==> config.mk <==
export PLATFORM = sky130hd
export DESIGN_NAME = uart_echo_fifo
export DESIGN_NICKNAME = d
export VERILOG_FILES = /design/src/rtl/uart_echo_pkg.sv /design/src/rtl/sync_fifo.sv /design/src/rtl/uart_echo_fifo.sv
export SDC_FILE = /design/constraint.sdc
export NUM_CORES = 1
export LEC_CHECK = 0
export ABC_CLOCK_PERIOD_IN_PS = 3900
export CAP_MARGIN = 20
export CORE_MARGIN = 5
export CORE_UTILIZATION = 45
export DETAILED_ROUTE_END_ITERATION = 10
export DONT_BUFFER_PORTS = 1
export GPL_ROUTABILITY_DRIVEN = 0
export PLACE_DENSITY_LB_ADDON = 0.05
export SKIP_CTS_REPAIR_TIMING = 1
export SLEW_MARGIN = 20
export SYNTH_ARGS = -nofsm -noshare
export SYNTH_HDL_FRONTEND = slang
export SYNTH_SLANG_ARGS = --single-unit
==> constraint.sdc <==
create_clock -name CLK -period 3.9 [get_ports CLK]
set_clock_uncertainty 0.15 [all_clocks]
set_input_delay 0.585 -clock CLK [delete_from_list [all_inputs] [get_ports CLK]]
set_output_delay 0.585 -clock CLK [all_outputs]
set_load 0.01 [all_outputs]
==> src/rtl/uart_echo_pkg.sv <==
// Shared TX FSM encoding and ASCII constants for the UART echo controller.
// State LF exists only when UART_ECHO_CRLF_EN is defined.
package uart_echo_pkg;

  typedef enum logic [2:0] {
    IDLE    = 3'd0,
    LOAD    = 3'd1,
    WAIT_HI = 3'd2,
    WAIT_LO = 3'd3
`ifdef UART_ECHO_CRLF_EN
    ,
    LF      = 3'd4
`endif
  } tx_state_e;

  localparam logic [7:0] ASCII_CR = 8'h0D;
  localparam logic [7:0] ASCII_LF = 8'h0A;

endpackage

==> src/rtl/sync_fifo.sv <==
// Single-clock FIFO with a combinational head read and an occupancy count.
// The reset is synchronous and active-low. Memory contents are not reset.
module sync_fifo #(
  parameter int unsigned DATA_W = 8,
  parameter int unsigned DEPTH  = 16
) (
  input  logic                     clk_i,
  input  logic                     rst_ni,
  input  logic                     push,
  input  logic                     pop,
  input  logic [DATA_W-1:0]        din,
  output logic [DATA_W-1:0]        dout,
  output logic [$clog2(DEPTH):0]   fill,
  output logic                     full,
  output logic                     empty
);

  localparam int unsigned PtrW = $clog2(DEPTH);
  localparam logic [PtrW:0] FullLvl = (PtrW + 1)'(DEPTH);

  logic [DATA_W-1:0] mem_q [DEPTH];
  logic [PtrW-1:0]   wr_ptr_q, wr_ptr_d;
  logic [PtrW-1:0]   rd_ptr_q, rd_ptr_d;
  logic [PtrW:0]     fill_q, fill_d;
  logic              do_push, do_pop;

  assign full  = (fill_q == FullLvl);
  assign empty = (fill_q == '0);
  assign fill  = fill_q;
  assign dout  = mem_q[rd_ptr_q];

  // A pop from an empty FIFO is ignored, so a same-cycle push to empty is not bypassed.
  assign do_pop  = pop && !empty;
  assign do_push = push && (!full || do_pop);

  always_comb begin
    wr_ptr_d = wr_ptr_q;
    rd_ptr_d = rd_ptr_q;
    fill_d   = fill_q;
    if (do_push) begin
      wr_ptr_d = wr_ptr_q + PtrW'(1);
    end
    if (do_pop) begin
      rd_ptr_d = rd_ptr_q + PtrW'(1);
    end
    case ({do_push, do_pop})
      2'b10:   fill_d = fill_q + (PtrW + 1)'(1);
      2'b01:   fill_d = fill_q - (PtrW + 1)'(1);
      default: fill_d = fill_q;
    endcase
  end

  always_ff @(posedge clk_i) begin
    if (!rst_ni) begin
      wr_ptr_q <= '0;
      rd_ptr_q <= '0;
      fill_q   <= '0;
    end else begin
      wr_ptr_q <= wr_ptr_d;
      rd_ptr_q <= rd_ptr_d;
      fill_q   <= fill_d;
    end
  end

  always_ff @(posedge clk_i) begin
    if (do_push) begin
      mem_q[wr_ptr_q] <= din;
    end
  end

endmodule

==> src/rtl/uart_echo_fifo.sv <==
// Buffered UART echo: RX words are queued and replayed to uart_tx with a START/BUSY handshake.
// Define UART_ECHO_CRLF_EN to append LF after every transmitted CR.
module uart_echo_fifo
  import uart_echo_pkg::*;
#(
  parameter int unsigned DATA_W = 8,
  parameter int unsigned DEPTH  = 16,
  parameter int unsigned CNT_W  = 16
) (
  input  logic                   CLK,
  input  logic                   RST_N,
  input  logic                   RX_VALID,
  input  logic [DATA_W-1:0]      RX_DATA,
  input  logic                   TX_BUSY,
  output logic                   TX_START,
  output logic [DATA_W-1:0]      TX_DATA,
  output logic [DATA_W-1:0]      LAST_DATA,
  output logic [$clog2(DEPTH):0] FILL,
  output logic [CNT_W-1:0]       RX_CNT,
  output logic [CNT_W-1:0]       DROP_CNT,
  output logic                   OVERFLOW
);

  tx_state_e         state_q, state_d;
  logic              tx_start_q, tx_start_d;
  logic [DATA_W-1:0] tx_data_q, tx_data_d;
  logic [DATA_W-1:0] last_data_q, last_data_d;
  logic [CNT_W-1:0]  rx_cnt_q, rx_cnt_d;
  logic [CNT_W-1:0]  drop_cnt_q, drop_cnt_d;
  logic              overflow_q, overflow_d;

  logic                   fifo_push, fifo_pop;
  logic [DATA_W-1:0]      fifo_dout;
  logic [$clog2(DEPTH):0] fifo_fill;
  logic                   fifo_full, fifo_empty;

  sync_fifo #(
    .DATA_W (DATA_W),
    .DEPTH  (DEPTH)
  ) u_fifo (
    .clk_i  (CLK),
    .rst_ni (RST_N),
    .push   (fifo_push),
    .pop    (fifo_pop),
    .din    (RX_DATA),
    .dout   (fifo_dout),
    .fill   (fifo_fill),
    .full   (fifo_full),
    .empty  (fifo_empty)
  );

  // TX_START is registered: it is raised on the transition into LOAD so it is high exactly in LOAD.
  always_comb begin
    state_d    = state_q;
    tx_start_d = 1'b0;
    tx_data_d  = tx_data_q;
    fifo_pop   = 1'b0;
    case (state_q)
      IDLE: begin
        if (!fifo_empty && !TX_BUSY) begin
          fifo_pop   = 1'b1;
          tx_data_d  = fifo_dout;
          tx_start_d = 1'b1;
          state_d    = LOAD;
        end
      end
      LOAD: begin
        state_d = WAIT_HI;
      end
      WAIT_HI: begin
        if (TX_BUSY) begin
          state_d = WAIT_LO;
        end
      end
      WAIT_LO: begin
        if (!TX_BUSY) begin
`ifdef UART_ECHO_CRLF_EN
          if (tx_data_q == DATA_W'(ASCII_CR)) begin
            state_d = LF;
          end else begin
            state_d = IDLE;
          end
`else
          state_d = IDLE;
`endif
        end
      end
`ifdef UART_ECHO_CRLF_EN
      LF: begin
        tx_data_d  = DATA_W'(ASCII_LF);
        tx_start_d = 1'b1;
        state_d    = LOAD;
      end
`endif
      default: begin
        state_d = IDLE;
      end
    endcase
  end

  always_comb begin
    fifo_push   = RX_VALID && (!fifo_full || fifo_pop);
    rx_cnt_d    = rx_cnt_q;
    last_data_d = last_data_q;
    drop_cnt_d  = drop_cnt_q;
    overflow_d  = overflow_q;
    if (fifo_push) begin
      rx_cnt_d    = rx_cnt_q + CNT_W'(1);
      last_data_d = RX_DATA;
    end else if (RX_VALID) begin
      if (drop_cnt_q != '1) begin
        drop_cnt_d = drop_cnt_q + CNT_W'(1);
      end
      overflow_d = 1'b1;
    end
  end

  always_ff @(posedge CLK) begin
    if (!RST_N) begin
      state_q     <= IDLE;
      tx_start_q  <= 1'b0;
      tx_data_q   <= '0;
      last_data_q <= '0;
      rx_cnt_q    <= '0;
      drop_cnt_q  <= '0;
      overflow_q  <= 1'b0;
    end else begin
      state_q     <= state_d;
      tx_start_q  <= tx_start_d;
      tx_data_q   <= tx_data_d;
      last_data_q <= last_data_d;
      rx_cnt_q    <= rx_cnt_d;
      drop_cnt_q  <= drop_cnt_d;
      overflow_q  <= overflow_d;
    end
  end

  assign TX_START  = tx_start_q;
  assign TX_DATA   = tx_data_q;
  assign LAST_DATA = last_data_q;
  assign FILL      = fifo_fill;
  assign RX_CNT    = rx_cnt_q;
  assign DROP_CNT  = drop_cnt_q;
  assign OVERFLOW  = overflow_q;

endmodule
==> reports/qor.txt <==
Static Leak -> 3.03 nW
minimum clock period -> 3.42 ns
Crit path top cell by count -> ha_1
GRT Total Usage -> 17.2%
nature of the critical path endpoint -> flip-flop
Post-synth EDFFs -> 128
WP data arrival -> 3.63 ns
Area growth, synth to finish -> 10.9%
main flop type after synthesis -> edfxtp_1
critical path type -> reg -> reg
Max FO, Critical Path -> 13
yosys warns -> 0
Cells after Synth -> 568
Max stage delay on crit path -> 0.61 ns
fin worst setup slack -> 0.479 ns
Via density -> 5.53
ANT cells -> 0
drt pass-1 iters -> 4
first-pass GRT wire length -> 26.4 mm
worst endpoint required time -> 4.11 ns
non-filler cells, final -> 815
Final Slew Violations -> 0
largest family of logic cells by synthesized area -> simple AND/OR/NAND/NOR gates
total power -> 5.00 mW
crit path cell chain -> or4_4 -> o31a_1 -> inv_2 -> ha_1 -> xor2_1 -> ha_1 -> nor2_1 -> nor3b_1 -> o21ai_0 -> a31oi_1 -> mux2i_1
DR vias -> 4505
# rows -> 49
CORE AREA -> 0.0178 mm^2
sw frac -> 26.3%
Hold Crit Class -> in -> reg
worst slack, placed -> 0.483 ns
status -> finished, final reports clean
CTS Sinks -> 193
Unique masters post-synth -> 49
clock power share -> 35.3%
Comb pwr share -> 15.1%
sequential fraction of the synthesis area -> 63.6%
Power Dens Cells -> 557 mW/mm^2
final hold vios -> 0
Synth Area in Adders -> 2.16%
total grt overflow -> 0
DRC Markers -> 0
max-cap viol count -> 0
CTS clock-pin slew for the worst setup and hold paths -> 0.07 ns
Peak VDD IR -> 0.318 mV
commonest non-fill, non-tap cell in the layout -> edfxtp_1
antenna violations before repair -> 0
Tightest Pin Transition -> 0.988 ns
Skew-Pair Late Insertion Delay -> 0.42 ns
Post-Syn Area per Cell -> 14.3 um^2
fraction of registers with async set/reset -> 0%
DR iter-0 viols -> 247
CTS tree -> built
Synth Area in XOR/XNOR -> 3.90%
syn_nets -> 594
Detail Route Antenna Nets -> 0
flops & latches, synth -> 193
most frequent cells in the layout -> 128 x edfxtp_1, 64 x dfxtp_1, 48 x nand2_1
Routed Wire Length -> 17.1 mm
Synth Area in Compound Gates -> 4.84%
sequential power share -> 49.6%
Initial Utilization -> 45.4%
CTS Buf Count -> 17
setup violators final -> 0
Tcrit/Tclk final -> 87.7%
fraction of synthesized area in multiplexers -> 11.5%
Sum Neg Setup Slack -> 0 ns
Startpoint Class -> flip-flop
share of cells above drive strength 1 -> 16.4%
die height -> 144 um
Int Pwr -> 3.69 mW
Inst Count DP -> 783
worst rel slew slack -> 33.9%
simple logic cell fraction of the synthesized area -> 11.7%
dpl hpwl -> 11.2 mm
vias in the first global route -> 4571
Sw Pwr -> 1.32 mW
Port Buf Inserts -> 0
largest net degree at the start of global routing -> 70
worst-case clock buffer depth -> 2
Max Fclk -> 292 MHz
die area -> 0.0208 mm^2
Die X -> 144 um
Final nets -> 599
Synth Cell Area -> 0.00809 mm^2
clk root buf -> clkbuf_16
CP max-delay cell -> or4_4
IO Pins -> 67
fill count -> 1532
unrepaired setup endpoints after global routing -> no
H-Tree Depth -> 4
WL per Instance -> 21.0 um
==> through the flow <==
step	util [%]	hold WS (ns)	cell area, um^2
after floorplan	-	0.326	8090
after global placement	47.0	0.337	8380
after detailed placement	47.0	0.360	8380
after CTS	50.3	0.0844	8980
after global routing	50.3	0.0739	8980
final	50.3	0.106	8980
==> power groups by stage <==
stage | sequential [mW] | combinational, mW | clock [mW]
after detailed placement | 2.54 | 0.763 | 0
after global placement | 2.53 | 0.749 | 0
final | 2.48 | 0.753 | 1.77
after floorplan | 2.43 | 0.645 | 0
after global routing | 2.51 | 0.832 | 1.90
after CTS | 2.49 | 0.766 | 1.80
==> layout make-up <==
class                           instances  area, um^2  share of cell area (%)
Sequential cell                       193        5150                    57.3
Multi-Input combinational cell        334        2770                    30.8
Clock buffer                           19         433                    4.82
Tap cell                              229         287                    3.19
Clock inverter                         13         160                    1.78
Timing Repair Buffer                   18         148                    1.64
Inverter                                9        33.8                   0.376
==> sequential cells by signal, summed over array words and instances, names as in the netlist, 4 cells and up <==
name	flops
LAST_DATA	8
u_fifo.mem_q	128
u_fifo.wr_ptr_q	4
TX_DATA	8
u_fifo.fill	5
DROP_CNT	16
RX_CNT	16
u_fifo.rd_ptr_q	4
==> cells in the mapped netlist (all sizes together), types with 2 or more instances <==
library cell | count | area share (%)
a211o | 2 | 0.22
a21boi | 15 | 1.4
a21oi | 12 | 0.74
and2 | 32 | 2.5
and3 | 5 | 0.39
buf | 15 | 1.1
clkbuf | 17 | 0.79
dfxtp | 65 | 16
edfxtp | 128 | 47
ha | 14 | 2.2
inv | 9 | 0.42
mux2 | 7 | 0.97
mux2i | 11 | 1.4
mux4 | 33 | 9.2
nand2 | 49 | 2.4
nand2b | 7 | 0.54
nand3 | 12 | 0.74
nand3b | 2 | 0.19
nand4 | 13 | 1.1
nor2 | 15 | 0.70
nor2b | 5 | 0.39
nor3 | 13 | 0.80
nor3b | 3 | 0.28
nor4 | 10 | 1.1
nor4b | 2 | 0.22
o21ai | 22 | 1.4
or3 | 3 | 0.23
xnor2 | 14 | 1.5
xor2 | 22 | 2.4
==> layer usage <==
layer | track usage, % | vias to the layer above | wire length (um) | share of wire, %
met5 | 0 | - | 0 | 0
met4 | 4.91 | 0 | 157 | 0.92
li1 | - | 2112 | - | -
met2 | 28.9 | 102 | 8470 | 50
met1 | 22.0 | 2278 | 7450 | 44
met3 | 4.73 | 13 | 999 | 5.8
==> critical path: cells and delay by family (launching register included) <==
kind | cells | cell delay [ns]
flip-flops | 1 | 0.45
multiplexers | 1 | 0.19
AND/OR/NAND/NOR | 3 | 0.85
buffers and inverters | 1 | 0.21
adder cells (fa/ha/maj) | 2 | 0.64
AO/OA/AOI/OAI | 3 | 0.67
XOR/XNOR | 1 | 0.18
==> logic make-up (layout without fill, tap and decap cells) <==
group	after synthesis	after routing
flops	193	193
mux	51	51
buf+inv	41	59
fa+ha+maj	14	14
xor+xnor	36	36
simple gates	173	173
compound gates	60	60
==> final timing paths <==
| kind | cells after the start | slack [ns] | endpoint | startpoint |
|---|---|---|---|---|
| worst max register to register | 11 | 0.48 | u_fifo.fill[4] | u_fifo.fill[1] |
| worst max-delay path | 11 | 0.48 | u_fifo.fill[4] | u_fifo.fill[1] |
| worst min register to register | 2 | 0.37 | OVERFLOW | OVERFLOW |
| worst min-delay path | 0 | 0.11 | u_fifo.mem_q[12][1] | RX_DATA[1] |
Power figures use the tool's default switching activity.
